File: src/rtl/dataplane_pkg.sv
// Shared constants for the Zynq dataplane: register byte offsets, ID value,
// AXI response codes and CTRL bit positions.
package dataplane_pkg;

    localparam logic [5:0] OFF_CTRL     = 6'h00;
    localparam logic [5:0] OFF_STATUS   = 6'h04;
    localparam logic [5:0] OFF_PKT_CNT  = 6'h08;
    localparam logic [5:0] OFF_BYTE_CNT = 6'h0C;
    localparam logic [5:0] OFF_SCRATCH  = 6'h10;
    localparam logic [5:0] OFF_ID       = 6'h14;

    localparam logic [31:0] ID_VALUE = 32'hDA7A_0001;

    localparam logic [1:0] RESP_OKAY   = 2'b00;
    localparam logic [1:0] RESP_SLVERR = 2'b10;

    localparam int CTRL_RX_EN_BIT   = 0;
    localparam int CTRL_CNT_CLR_BIT = 1;

    // Only the six registers in the first 64-byte window are mapped; bits 1:0 are don't-care.
    function automatic logic addr_mapped(input logic [31:0] addr);
        return (addr[31:6] == '0) && ({addr[5:2], 2'b00} <= OFF_ID);
    endfunction

endpackage

File: src/rtl/dataplane_if.sv
// AXI4-Lite slave port plus AXI-Stream RX sink of the dataplane, bundled as one interface.
interface dataplane_if #(
    parameter int DATA_WIDTH = 64
) ();

    // Handshakes: a transfer happens on a rising edge where valid and ready are both high;
    // once valid is raised its payload stays stable until that edge.
    logic [31:0]             AWADDR;
    logic [2:0]              AWPROT;
    logic                    AWVALID;
    logic                    AWREADY;
    logic [31:0]             WDATA;
    logic [3:0]              WSTRB;
    logic                    WVALID;
    logic                    WREADY;
    logic                    BVALID;
    logic [1:0]              BRESP;
    logic                    BREADY;
    logic [31:0]             ARADDR;
    logic [2:0]              ARPROT;
    logic                    ARVALID;
    logic                    ARREADY;
    logic                    RVALID;
    logic [31:0]             RDATA;
    logic [1:0]              RRESP;
    logic                    RREADY;
    logic                    tvalid;
    logic [DATA_WIDTH-1:0]   tdata;
    logic [DATA_WIDTH/8-1:0] tkeep;
    logic                    tlast;
    logic                    tready;

    modport master (
        output AWADDR, AWPROT, AWVALID, WDATA, WSTRB, WVALID, BREADY,
        output ARADDR, ARPROT, ARVALID, RREADY,
        output tvalid, tdata, tkeep, tlast,
        input  AWREADY, WREADY, BVALID, BRESP, ARREADY, RVALID, RDATA, RRESP, tready
    );

    modport slave (
        input  AWADDR, AWPROT, AWVALID, WDATA, WSTRB, WVALID, BREADY,
        input  ARADDR, ARPROT, ARVALID, RREADY,
        input  tvalid, tdata, tkeep, tlast,
        output AWREADY, WREADY, BVALID, BRESP, ARREADY, RVALID, RDATA, RRESP, tready
    );

endinterface

File: src/rtl/axis_rx_stats.sv
// Packet/byte counters and in-frame tracking for the AXI-Stream RX sink.
// Byte counting is built only when DATAPLANE_BYTE_CNT_EN is defined.
module axis_rx_stats #(
    parameter int KEEP_WIDTH = 8
) (
    input  logic                  clk,
    input  logic                  rst_n,
    input  logic                  beat,
    input  logic                  last,
    input  logic [KEEP_WIDTH-1:0] keep,
    input  logic                  clr,
    output logic [31:0]           pkt_cnt,
    output logic [31:0]           byte_cnt,
    output logic                  in_frame
);

    // A clear beats a beat accepted in the same cycle.
    always_ff @(posedge clk or negedge rst_n) begin
        if (!rst_n) begin
            pkt_cnt  <= '0;
            in_frame <= 1'b0;
        end else if (clr) begin
            pkt_cnt  <= '0;
            in_frame <= 1'b0;
        end else if (beat) begin
            pkt_cnt  <= pkt_cnt + {31'b0, last};
            in_frame <= !last;
        end
    end

`ifdef DATAPLANE_BYTE_CNT_EN
    logic [31:0] keep_bytes;

    always_comb begin
        keep_bytes = '0;
        for (int i = 0; i < KEEP_WIDTH; i++) begin
            keep_bytes = keep_bytes + {31'b0, keep[i]};
        end
    end

    always_ff @(posedge clk or negedge rst_n) begin
        if (!rst_n) begin
            byte_cnt <= '0;
        end else if (clr) begin
            byte_cnt <= '0;
        end else if (beat) begin
            byte_cnt <= byte_cnt + keep_bytes;
        end
    end
`else
    logic unused_keep;
    assign unused_keep = ^keep;
    assign byte_cnt    = '0;
`endif

endmodule

File: src/rtl/zynq_dataplane_top.sv
// AXI4-Lite register slave with an AXI-Stream RX statistics sink.
// Optional byte counter: define DATAPLANE_BYTE_CNT_EN.
module zynq_dataplane_top
    import dataplane_pkg::*;
#(
    parameter int DATA_WIDTH = 64
) (
    input logic        clk,
    input logic        rst_n,
    dataplane_if.slave bus
);

    logic        ready_en;
    logic        aw_held;
    logic        w_held;
    logic [31:0] aw_addr_q;
    logic [31:0] w_data_q;
    logic [3:0]  w_strb_q;
    logic        bvalid_q;
    logic [1:0]  bresp_q;
    logic        rvalid_q;
    logic [31:0] rdata_q;
    logic [1:0]  rresp_q;
    logic        rx_en;
    logic [31:0] scratch;
    logic [31:0] pkt_cnt;
    logic [31:0] byte_cnt;
    logic        in_frame;
    logic        do_write;
    logic        wr_mapped;
    logic [5:0]  wr_off;
    logic        cnt_clr;
    logic        rd_mapped;
    logic [5:0]  rd_off;
    logic [31:0] rd_data;
    logic [31:0] scratch_merged;
    logic        unused_ok;

    assign unused_ok = ^{bus.AWPROT, bus.ARPROT, bus.tdata};

    // ready_en keeps every ready low until the first edge after reset release.
    assign bus.AWREADY = ready_en && !aw_held && !bvalid_q;
    assign bus.WREADY  = ready_en && !w_held && !bvalid_q;
    assign bus.ARREADY = ready_en && !rvalid_q;
    assign bus.BVALID  = bvalid_q;
    assign bus.BRESP   = bresp_q;
    assign bus.RVALID  = rvalid_q;
    assign bus.RDATA   = rdata_q;
    assign bus.RRESP   = rresp_q;
    assign bus.tready  = rx_en;

    assign do_write  = aw_held && w_held;
    assign wr_mapped = addr_mapped(aw_addr_q);
    assign wr_off    = {aw_addr_q[5:2], 2'b00};
    assign cnt_clr   = do_write && wr_mapped && (wr_off == OFF_CTRL)
                       && w_strb_q[0] && w_data_q[CTRL_CNT_CLR_BIT];

    always_comb begin
        scratch_merged = scratch;
        for (int b = 0; b < 4; b++) begin
            if (w_strb_q[b]) scratch_merged[b*8 +: 8] = w_data_q[b*8 +: 8];
        end
    end

    always_ff @(posedge clk or negedge rst_n) begin
        if (!rst_n) begin
            ready_en  <= 1'b0;
            aw_held   <= 1'b0;
            w_held    <= 1'b0;
            aw_addr_q <= '0;
            w_data_q  <= '0;
            w_strb_q  <= '0;
            bvalid_q  <= 1'b0;
            bresp_q   <= RESP_OKAY;
            rx_en     <= 1'b0;
            scratch   <= '0;
        end else begin
            ready_en <= 1'b1;
            if (bus.AWVALID && bus.AWREADY) begin
                aw_held   <= 1'b1;
                aw_addr_q <= bus.AWADDR;
            end
            if (bus.WVALID && bus.WREADY) begin
                w_held   <= 1'b1;
                w_data_q <= bus.WDATA;
                w_strb_q <= bus.WSTRB;
            end
            if (do_write) begin
                aw_held  <= 1'b0;
                w_held   <= 1'b0;
                bvalid_q <= 1'b1;
                bresp_q  <= wr_mapped ? RESP_OKAY : RESP_SLVERR;
                if (wr_mapped && wr_off == OFF_CTRL && w_strb_q[0]) begin
                    rx_en <= w_data_q[CTRL_RX_EN_BIT];
                end
                if (wr_mapped && wr_off == OFF_SCRATCH) begin
                    scratch <= scratch_merged;
                end
            end else if (bvalid_q && bus.BREADY) begin
                bvalid_q <= 1'b0;
            end
        end
    end

    assign rd_mapped = addr_mapped(bus.ARADDR);
    assign rd_off    = {bus.ARADDR[5:2], 2'b00};

    always_comb begin
        rd_data = '0;
        if (rd_mapped) begin
            case (rd_off)
                OFF_CTRL:     rd_data[CTRL_RX_EN_BIT] = rx_en;
                OFF_STATUS:   rd_data[1:0] = {rx_en, in_frame};
                OFF_PKT_CNT:  rd_data = pkt_cnt;
                OFF_BYTE_CNT: rd_data = byte_cnt;
                OFF_SCRATCH:  rd_data = scratch;
                OFF_ID:       rd_data = ID_VALUE;
                default:      rd_data = '0;
            endcase
        end
    end

    always_ff @(posedge clk or negedge rst_n) begin
        if (!rst_n) begin
            rvalid_q <= 1'b0;
            rdata_q  <= '0;
            rresp_q  <= RESP_OKAY;
        end else if (bus.ARVALID && bus.ARREADY) begin
            rvalid_q <= 1'b1;
            rdata_q  <= rd_data;
            rresp_q  <= rd_mapped ? RESP_OKAY : RESP_SLVERR;
        end else if (rvalid_q && bus.RREADY) begin
            rvalid_q <= 1'b0;
        end
    end

    axis_rx_stats #(
        .KEEP_WIDTH(DATA_WIDTH / 8)
    ) u_rx_stats (
        .clk      (clk),
        .rst_n    (rst_n),
        .beat     (bus.tvalid && rx_en),
        .last     (bus.tlast),
        .keep     (bus.tkeep),
        .clr      (cnt_clr),
        .pkt_cnt  (pkt_cnt),
        .byte_cnt (byte_cnt),
        .in_frame (in_frame)
    );

endmodule

File: src/flat_wrapper.sv
// flat-port wrapper written by rule: the top's interface ports become plain ports
module zynq_dataplane_top_flat import dataplane_pkg::*;
#(
    parameter int DATA_WIDTH = 64
)
  (clk, rst_n, bus_AWADDR, bus_AWPROT, bus_AWVALID, bus_WDATA, bus_WSTRB, bus_WVALID, bus_BREADY, bus_ARADDR, bus_ARPROT, bus_ARVALID, bus_RREADY, bus_tvalid, bus_tdata, bus_tkeep, bus_tlast, bus_AWREADY, bus_WREADY, bus_BVALID, bus_BRESP, bus_ARREADY, bus_RVALID, bus_RDATA, bus_RRESP, bus_tready);
  dataplane_if #(.DATA_WIDTH(DATA_WIDTH)) bus_i ();
  input logic clk;
  input logic rst_n;
  input wire logic [$bits(bus_i.AWADDR)-1:0] bus_AWADDR;
  input wire logic [$bits(bus_i.AWPROT)-1:0] bus_AWPROT;
  input wire logic [$bits(bus_i.AWVALID)-1:0] bus_AWVALID;
  input wire logic [$bits(bus_i.WDATA)-1:0] bus_WDATA;
  input wire logic [$bits(bus_i.WSTRB)-1:0] bus_WSTRB;
  input wire logic [$bits(bus_i.WVALID)-1:0] bus_WVALID;
  input wire logic [$bits(bus_i.BREADY)-1:0] bus_BREADY;
  input wire logic [$bits(bus_i.ARADDR)-1:0] bus_ARADDR;
  input wire logic [$bits(bus_i.ARPROT)-1:0] bus_ARPROT;
  input wire logic [$bits(bus_i.ARVALID)-1:0] bus_ARVALID;
  input wire logic [$bits(bus_i.RREADY)-1:0] bus_RREADY;
  input wire logic [$bits(bus_i.tvalid)-1:0] bus_tvalid;
  input wire logic [$bits(bus_i.tdata)-1:0] bus_tdata;
  input wire logic [$bits(bus_i.tkeep)-1:0] bus_tkeep;
  input wire logic [$bits(bus_i.tlast)-1:0] bus_tlast;
  output wire logic [$bits(bus_i.AWREADY)-1:0] bus_AWREADY;
  output wire logic [$bits(bus_i.WREADY)-1:0] bus_WREADY;
  output wire logic [$bits(bus_i.BVALID)-1:0] bus_BVALID;
  output wire logic [$bits(bus_i.BRESP)-1:0] bus_BRESP;
  output wire logic [$bits(bus_i.ARREADY)-1:0] bus_ARREADY;
  output wire logic [$bits(bus_i.RVALID)-1:0] bus_RVALID;
  output wire logic [$bits(bus_i.RDATA)-1:0] bus_RDATA;
  output wire logic [$bits(bus_i.RRESP)-1:0] bus_RRESP;
  output wire logic [$bits(bus_i.tready)-1:0] bus_tready;
  assign bus_i.AWADDR = bus_AWADDR;
  assign bus_i.AWPROT = bus_AWPROT;
  assign bus_i.AWVALID = bus_AWVALID;
  assign bus_i.WDATA = bus_WDATA;
  assign bus_i.WSTRB = bus_WSTRB;
  assign bus_i.WVALID = bus_WVALID;
  assign bus_i.BREADY = bus_BREADY;
  assign bus_i.ARADDR = bus_ARADDR;
  assign bus_i.ARPROT = bus_ARPROT;
  assign bus_i.ARVALID = bus_ARVALID;
  assign bus_i.RREADY = bus_RREADY;
  assign bus_i.tvalid = bus_tvalid;
  assign bus_i.tdata = bus_tdata;
  assign bus_i.tkeep = bus_tkeep;
  assign bus_i.tlast = bus_tlast;
  assign bus_AWREADY = bus_i.AWREADY;
  assign bus_WREADY = bus_i.WREADY;
  assign bus_BVALID = bus_i.BVALID;
  assign bus_BRESP = bus_i.BRESP;
  assign bus_ARREADY = bus_i.ARREADY;
  assign bus_RVALID = bus_i.RVALID;
  assign bus_RDATA = bus_i.RDATA;
  assign bus_RRESP = bus_i.RRESP;
  assign bus_tready = bus_i.tready;
  zynq_dataplane_top #(.DATA_WIDTH(DATA_WIDTH)) u_core (.clk(clk), .rst_n(rst_n), .bus(bus_i));
endmodule
File: config.mk
export PLATFORM = sky130hd
export DESIGN_NAME = zynq_dataplane_top_flat
export DESIGN_NICKNAME = d
export VERILOG_FILES = /design/src/rtl/dataplane_pkg.sv /design/src/rtl/dataplane_if.sv /design/src/rtl/axis_rx_stats.sv /design/src/rtl/zynq_dataplane_top.sv /design/src/flat_wrapper.sv
export SDC_FILE = /design/constraint.sdc
export NUM_CORES = 1
export LEC_CHECK = 0
export ABC_AREA = 0
export CAP_MARGIN = 20
export CELL_PAD_IN_SITES_DETAIL_PLACEMENT = 0
export CELL_PAD_IN_SITES_GLOBAL_PLACEMENT = 1
export CORE_MARGIN = 5
export CORE_UTILIZATION = 37
export DETAILED_ROUTE_END_ITERATION = 8
export PLACE_DENSITY_LB_ADDON = 0.1
export SLEW_MARGIN = 20
export SYNTH_ARGS = -nofsm -noshare
export SYNTH_HDL_FRONTEND = slang
export SYNTH_HIERARCHICAL = 1
export SYNTH_SLANG_ARGS = --single-unit
File: constraint.sdc
create_clock -name clk -period 3.8 [get_ports clk]
set_clock_uncertainty 0.05 [all_clocks]
set_input_delay 1.14 -clock clk [delete_from_list [all_inputs] [get_ports clk]]
set_output_delay 1.14 -clock clk [all_outputs]
set_load 0.02 [all_outputs]
# == Word level (Yosys, flattened, before mapping) ==
# Cells that the tools add are included.
# classes
add_sub_neg,1
n_lt_le_gt_ge,2
n_eq_ne,5
n_mux,18
n_reduce_logical,40
# ops
cell,count
2-to-1 mux 32 bit,3
one-hot mux 30 bit (3 select lines),1
zero test 26 bit,2
adder 32 x 1 -> 32 bit,1
logical AND 1 bit,21
equality test 4 x 3 -> 1 bit (second input constant),3
less-or-equal comparator 6 x 5 -> 1 bit (second input constant),2
zero test 6 bit,2
AND reduction 3 bit,4
2-to-1 mux 1 bit,10
nonzero test 2 bit,5
zero test 1 bit,5
one-hot mux 1 bit (5 select lines),1
equality test 4 x 1 -> 1 bit (second input constant),1
equality test 4 x 2 -> 1 bit (second input constant),1
2-to-1 mux 2 bit,2
one-hot mux 1 bit (3 select lines),1
AND reduction 2 bit,1
# totals
reg_bits,175
input_bits,187
output_inout_bits,42
elab_cells,84

# == Logic depth before layout (Yosys ltp) ==
# Gate-level depths: netlist (run 1).
# logic_depth
depth_word,7
ltp_mapped,10
mapped_depth_nobuf,7

# == Hierarchy ==
# Netlist (run 1), hierarchy kept.
# modules_own_cells
module,instances,cells_each,area_each_um2,seq_area_each_um2
zynq_dataplane_top,1,479,6114.6,3453.3
axis_rx_stats,1,211,1958.1,825.8

# == Worst setup path before layout (run 1) ==
# Ideal clock, no wire load.
# synth_timing
path_kind,reg-to-reg
startpoint,reg u_core.aw_addr_q[10]
endpoint,reg u_core.u_rx_stats.pkt_cnt[31]
setup_time_ns,0.125
t_arrival_ns,2.795
required_ns,3.625
path_slack_ns,0.830
path_stages_with_launch,10
n_path_buf,2
synth_period_minus_slack_ns,2.970
cell_sequence,dfrtp_1 -> nor4_1 -> nand4_2 -> nor4_1 -> clkbuf_1 -> o211a_1 -> nand3_1 -> clkbuf_1 -> nor4_1 -> mux2_2
# synth_via
elab_chain_len,7
word_cells_on_any_way,8
classes_between,mux: 1; reduce/logical: 7
# synth_lines
item,line,source
from (decl),zynq_dataplane_top.sv:16,logic [31:0] aw_addr_q;
from (signal assigned),zynq_dataplane_top.sv:81,aw_addr_q <= bus.AWADDR;
zero test 26 bit (*),dataplane_pkg.sv:22,"return (addr[31:6] == '0) && ({addr[5:2], 2'b00} <= OFF_ID);"
logical AND 1 bit (*),dataplane_pkg.sv:22,
logical AND 1 bit (*) (2 in a row),zynq_dataplane_top.sv:55,assign cnt_clr = do_write && wr_mapped && (wr_off == OFF_CTRL)
logical AND 1 bit (*) (2 in a row),zynq_dataplane_top.sv:56,&& w_strb_q[0] && w_data_q[CTRL_CNT_CLR_BIT];
via u_core.cnt_clr,zynq_dataplane_top.sv:32,logic cnt_clr;
2-to-1 mux 32 bit or nonzero test 2 bit (tied branches),--,
to (signal assigned),axis_rx_stats.sv:26,"pkt_cnt <= pkt_cnt + {31'b0, last};"
to (decl),axis_rx_stats.sv:12,"output logic [31:0] pkt_cnt,"
# Mark *: on every way through the listed nets, which the timed path passes. The rest lies on a longest branch.
# A chain may end at the register's enable or synchronous reset.

# == Worst setup path in the final report (run 1) ==
# layout_timing
startpoint,reg u_core.aw_addr_q[3]
endpoint,reg u_core.u_rx_stats.pkt_cnt[31]
# layout_via
elab_chain_len,7
word_cells_on_any_way,9
classes_between,order compare: 1; mux: 1; reduce/logical: 7
# layout_lines
item,line
less-or-equal comparator 6 x 5 -> 1 bit,dataplane_pkg.sv:22
logical AND 1 bit,dataplane_pkg.sv:22
logical AND 1 bit,zynq_dataplane_top.sv:55
logical AND 1 bit (*),zynq_dataplane_top.sv:55
logical AND 1 bit (*) (2 in a row),zynq_dataplane_top.sv:56
via u_core.cnt_clr,zynq_dataplane_top.sv:32
2-to-1 mux 32 bit or nonzero test 2 bit (tied branches),--
# Marked as above.

==> results of run 1 <==
sequential cells by signal, summed over array words and instances (netlist names):
register and cells:
u_core/ready_en 1, u_core/w_strb_q 4, u_core/w_data_q 32, u_core/aw_addr_q 30, u_core/aw_held 1, u_core/bus.BRESP 1
u_core/bus.RRESP 1, u_core/bus.RVALID 1, u_core/bus.RDATA 32, u_core/bus.tready 1, u_core/u_rx_stats/in_frame 1, u_core/bus.BVALID 1
u_core/u_rx_stats/pkt_cnt 32, u_core/scratch 32, u_core/w_held 1
worst paths after layout:
path | startpoint | endpoint | slack [ns] | cells after the start
worst max-delay path | u_core/aw_addr_q[3] | u_core/u_rx_stats/pkt_cnt[31] | 0.59 | 8
worst min-delay path | u_core/bus.RDATA[20] | u_core/bus.RDATA[20] | 0.43 | 2
worst max register to register | u_core/aw_addr_q[3] | u_core/u_rx_stats/pkt_cnt[31] | 0.59 | 8
worst min register to register | u_core/bus.RDATA[20] | u_core/bus.RDATA[20] | 0.43 | 2
max in group asynchronous | rst_n | u_core/w_data_q[2] | 2.18 | 2
min in group asynchronous | rst_n | u_core/bus.RDATA[13] | 0.69 | 1
synth_stat cells (5+ instances only):
master / instances
nand3_1: 15
buf_4: 34
o21ai_0: 39
and3_1: 5
or4_1: 14
nor2_1: 21
xor2_1: 8
clkbuf_1: 26
nand2_1: 45
inv_1: 12
or2_2: 10
o31ai_1: 13
a22oi_1: 30
dfrtp_1: 171
mux2_2: 123
a21oi_1: 23
a2bb2oi_1: 10
buf_1: 7
nor4_1: 16
nand4_1: 5
worst register-to-register path, stage by stage (launching register included):
cell	delay [ns]
dfrtp_1	0.39
nor3_1	0.53
nand4b_1	0.21
nor4_2	0.47
o211a_1	0.38
nand3_1	0.11
buf_4	0.24
nor4_1	0.35
mux2_2	0.37
area by class of cell:
cell class | instances | area [µm²] | area share [%]
inverters | 12 | 45.0 | 0.435
clock buffers | 18 | 429 | 4.14
repair buffers | 165 | 1640 | 15.8
flip-flops and latches | 171 | 4280 | 41.3
clock inverters | 14 | 146 | 1.41
well taps | 280 | 350 | 3.38
multi-input cells | 467 | 3480 | 33.5
per-stage QoR:
stage | hold WS [ns] | utilization, %
floorplan | 0.422 | -
global placement | 0.413 | 45.3
detailed placement | 0.419 | 45.3
CTS | 0.436 | 47.9
global route | 0.458 | 47.9
finish | 0.430 | 47.9
routing by layer:
metal,global-route usage (%),up-vias
li1,-,2721
met1,22.0,2845
met2,26.9,150
met3,6.26,13
met4,3.73,2
met5,0,-
cells by family after synthesis:
| logic type | after synthesis |
|---|---|
| simple gates | 170 |
| buf+inv | 84 |
| other cells | 3 |
| fa+ha+maj | 2 |
| xor+xnor | 12 |
| compound gates | 123 |
| mux | 125 |
| flops | 171 |
where the power goes:
part           switching [mW]  internal (mW)  leakage (nW)  total [mW]
Sequential              0.229           2.20          2.23        2.43
Combinational           0.332          0.525          1.94       0.857
Clock                   0.804          0.879         0.280        1.68
==> results by group, run 1 <==
Timing
  • Max-slew headroom: about 45%
  • Worst-margin pin slew: about 0.8 ns
  • Setup tns final: 0 ns
  • Final worst setup slack: around 0.59 ns
  • Final setup viols: 0
  • Final hold vios: 0
  • Highest clock rate: between 300 and 400 MHz
  • Max-slew violation count: 0
  • RSZ-0062 raised after global routing: no
  • Min Tclk post-route: 3.21 ns
  • Final Cycle Share: 84.5%

Pwr
  • Static leakage: around 4.4 nW
  • Power per Cell Area: 479 nW/µm²
  • Max rail drop VDD: approximately 330 µV
  • Total Power Consumption: 4.97 mW

GRT
  • First-pass GRT wire length: 32.7 mm
  • Largest net degree at the start of global routing: 74
  • Vias in the first global route: between 6000 and 7000
  • GRT Overall Usage: 16.8%
  • GRT overflow: 0
  • Initial antenna violation count: 1

Placement
  • Dpl ws: slightly above 0.4 ns
  • Placed cell area: ~9800 µm²
  • GPL Wtd Cong: 0.785
  • I/O Buffers: about 140
  • Placed insts: between 1000 and 1500
  • Final HPWL DP: 14.6 mm

Route
  • Via count: about 5700
  • Routed length on met1: ~9 mm
  • Top Layer Used: met5
  • Routed wl met3: between 1.5 and 2 mm
  • Total Wirelength: roughly 20 mm
  • Via density: just over 5
  • First-pass iteration count of the detailed router: 4
  • Met2 WL: about 9.6 mm
  • Detail Route Antenna Nets: 0
  • WL/cell: about 18 µm
  • DRC viols: 0
  • Initial DRC Count: 251

Synth
  • Post-synthesis sequential area ratio: between 50% and 60%
  • Top cells by area, synth: dfrtp_1, mux2_2, buf_4, a22oi_1, o21ai_0
  • Synth Instances: 690
  • Mean Syn Cell Area: approximately 12 µm²
  • Ys flop type: dfrtp_1
  • Area fraction of the dominant cell type after synthesis: 53.0%
  • Simple-Gate Fraction of Synth Area: between 10 and 15%
  • Largest family of logic cells by synthesized area: multiplexers
  • Area leader, netlist: dfrtp_1
  • Synth Area in Adders: less than 1%
  • Synthesized cell area: between 8000 and 9000 µm²
  • Async S/R FF share, synth: 100%
  • Post-synth cell types: 50
  • Post-synthesis mux area share: 17.4%
  • XOR/XNOR Fraction of Synth Area: 1.30%
  • Synth warn: 6
  • Post-synthesis compound-gate area fraction: 9.69%
  • Yosys reg bits: ~170
  • Post-synth EDFFs: 0

Die
  • Die Ht: ~160 µm
  • Core area: about 22000 µm²
  • Die Area: ~25000 µm²
  • Placement row count: 54
  • Die span in x: 158 µm
  • I/O pin total: approximately 230
  • Initial Util: ~37%

Cells and area
  • Post-Layout Cell Count: between 1000 and 1500
  • Antenna cells: 0
  • Fillcell total: 2016
  • Synthesis-to-finish area growth: 28.4%
  • Leading cell type in the layout, fill and taps excluded: dfrtp_1
  • Nets: approximately 1000
  • Most frequent cells in the layout: dfrtp_1, clkdlybuf4s50_1, mux2_2
  • Layout cells sized above 1: approximately a quarter
  • Fin area: between 10000 and 15000 µm²

Setup path
  • Kind of critical path: reg -> reg
  • Crit-path max FO: 29
  • Critical path arrival: about 3.5 ns
  • Largest delay share family, worst path: simple AND/OR/NAND/NOR gates
  • Buf+Inv Stages, Crit Path: 1
  • Req. time, crit path: approximately 4.1 ns
  • Crit end category: flip-flop
  • Worst path slowest cell: nor3_1
  • Max incr delay on CP: ~0.53 ns
  • CP cell instances: nor3_1 -> nand4b_1 -> nor4_2 -> o211a_1 -> nand3_1 -> buf_4 -> nor4_1 -> mux2_2
  • Startpoint types: flip-flop

Clock tree
  • Clk buf depth: 2
  • H-tree lvl count: 4
  • Clock-pin transition on the worst setup and hold timing paths: approximately 0.070 ns
  • Hold Buf Count CTS: 0
  • Post-CTS Setup Repair Bufs: 0
  • Clk Latency, worst-skew pair: between 0.4 and 0.5 ns
  • Clk sinks: 171
  • CTS Buf Count: 17
  • Post_cts resized: 0
  • Root Buffer: clkbuf_16
  • CTS tree: yes

Worst hold path
  • HP Class: reg -> reg

Flow run
  • Max cap viols: 0

Run status
  • Status: completed
(Power assumes the default switching activity.)
==> run 2, diff against run 1 <==
Settings changed: CORE_UTILIZATION 37 to 34.
Clock period 3.8 ns to 2.7 ns, I/O delays scaled along.
==> run 2 against run 1 <==
- first-iteration DRC count up 12%
- global-route usage down 0.31 points
- sequential share of layout area down 2.1 points
- core utilization down 1.2 points
- cell count up 6.2%
- maximum frequency up 19%
- flip-flop and latch count unchanged
==> results by group, run 2 (synthesized netlist as in run 1, its figures left out) <==
Route
  • DRC viols: 0
  • Detail Route Antenna Nets: 0
  • WL/cell: around 18 µm
  • Total Wirelength: 21.4 mm
  • First-pass iteration count of the detailed router: 4
  • Initial DRC Count: between 200 and 300
  • Via count: 5858
  • Via density: between 4 and 5

Cells and area
  • Synthesis-to-finish area growth: 35.4%
  • Nets: ~1100
  • Layout cells sized above 1: 29.6%
  • Post-Layout Cell Count: around 1200
  • Antenna cells: 0
  • Most frequent cells in the layout: dfrtp_1, clkdlybuf4s50_1, mux2_2
  • Fin area: 10900 µm²
  • Leading cell type in the layout, fill and taps excluded: dfrtp_1
  • Final core utilization: between 40% and 50%

Timing
  • Final hold vios: 0
  • Worst-margin pin slew: just under 0.9 ns
  • Highest clock rate: 371 MHz
  • Max-slew violation count: 0
  • Setup tns final: 0 ns
  • Min Tclk post-route: between 2 and 3 ns
  • Final setup viols: 0
  • Max-slew headroom: between 40% and 50%
  • Final Cycle Share: 99.9%
  • RSZ-0062 raised after global routing: yes
  • Final worst setup slack: approximately 0.0024 ns
  • WHS: roughly 0.32 ns

Clock tree
  • Clk buf depth: 2
  • CTS Buf Count: 17
  • CTS tree: yes
  • Clock-pin transition on the worst setup and hold timing paths: around 0.070 ns
  • Root Buffer: clkbuf_16
  • Clk Latency, worst-skew pair: 0.43 ns
  • H-tree lvl count: 4
  • Clk sinks: roughly 170

Run status
  • Status: completed

Placement
  • Final HPWL DP: around 16 mm
  • I/O Buffers: ~140
  • Dpl ws: -0.162 ns
  • GPL Wtd Cong: approximately 0.8
  • Placed insts: 1155
  • Placed cell area: ~10000 µm²

Die
  • Core area: 23400 µm²
  • Placement row count: 56
  • Initial Util: around 34%
  • Die Area: roughly 27000 µm²
  • I/O pin total: about 230
  • Die Ht: ~160 µm
  • Die span in x: 164 µm

Pwr
  • Max rail drop VDD: between 400 and 500 µV
  • Total Power Consumption: roughly 7.2 mW
  • Power per Cell Area: 661 nW/µm²
  • Static leakage: approximately 4.7 nW

GRT
  • GRT overflow: 0
  • GRT Overall Usage: 16.5%
  • First-pass GRT wire length: 34.5 mm
  • Global-route met3 utilization: under 10%
  • Largest net degree at the start of global routing: 59
  • Vias in the first global route: roughly 6300
  • GR Util met2: 27.2%
  • Most Used Layer, Global Route: met2
  • Initial antenna violation count: 2
  • GRT met1 Usage: 21.2%

Setup path
  • Crit-path max FO: 13
  • Kind of critical path: reg -> reg
  • CP cell instances: nor4_4 -> nand4_2 -> nor4_4 -> buf_4 -> o211a_4 -> nand3_4 -> bufbuf_16 -> or3_1 -> a21oi_1
  • Worst path slowest cell: dfrtp_1
  • Max incr delay on CP: just over 0.4 ns
  • Startpoint types: flip-flop
  • Req. time, crit path: between 2 and 3 ns
  • Reg-to-reg slack, setup: between 0.002 and 0.0025 ns
  • Cell mode on critical path: nor4_4
  • Crit end category: flip-flop
  • Critical path arrival: about 3 ns

Worst hold path
  • HP Class: in -> async

Flow run
  • Max cap viols: 0
-- run 2: per-layer routing --
metal  share of wire, %  vias to the layer above
li1                   -                     2776
met1                 42                     2914
met2                 49                      144
met3                7.4                       20
met4                1.3                        4
met5               0.11                        -
-- run 2: power by group --
group | internal, mW | switching, mW
registers | 3.09 | 0.369
clock network | 1.39 | 1.08
logic | 0.806 | 0.499
total | 5.29 | 1.94
-- run 2: worst paths after layout --
path | depth (start not counted) | to | start
max | 9 | u_core/u_rx_stats/pkt_cnt[22] | u_core/aw_addr_q[20]
min | 1 | u_core/w_data_q[12] | rst_n
max reg2reg | 9 | u_core/u_rx_stats/pkt_cnt[22] | u_core/aw_addr_q[20]
min reg2reg | 2 | u_core/bus.RDATA[16] | u_core/bus.RDATA[16]
max in group asynchronous | 2 | u_core/w_data_q[30] | rst_n
min in group clk | 2 | u_core/bus.RDATA[16] | u_core/bus.RDATA[16]
-- run 2: worst max-delay path, delay by kind of cell, from the launching register on --
family          cells  cell delay (ns)
buf+inv             2             0.51
compound gates      2             0.34
flops               1             0.41
simple gates        5             1.30
-- run 2: final cells by class --
cell class	instances	area (µm²)
inverters	12	45.0
well taps	319	399
clock inverters	13	156
clock buffers	19	433
fillers	2228	12500
flip-flops and latches	171	4280
repair buffers	196	1960
multi-input cells	467	3660
-- run 2: repair_timing --
action                     in CTS  in global routing
cloned                          2                  0
resized for setup              10                 25
pin swaps                      26                 11
buffers inserted                5                  3
hold buffers                    0                  0
setup endpoints to repair      16                 21
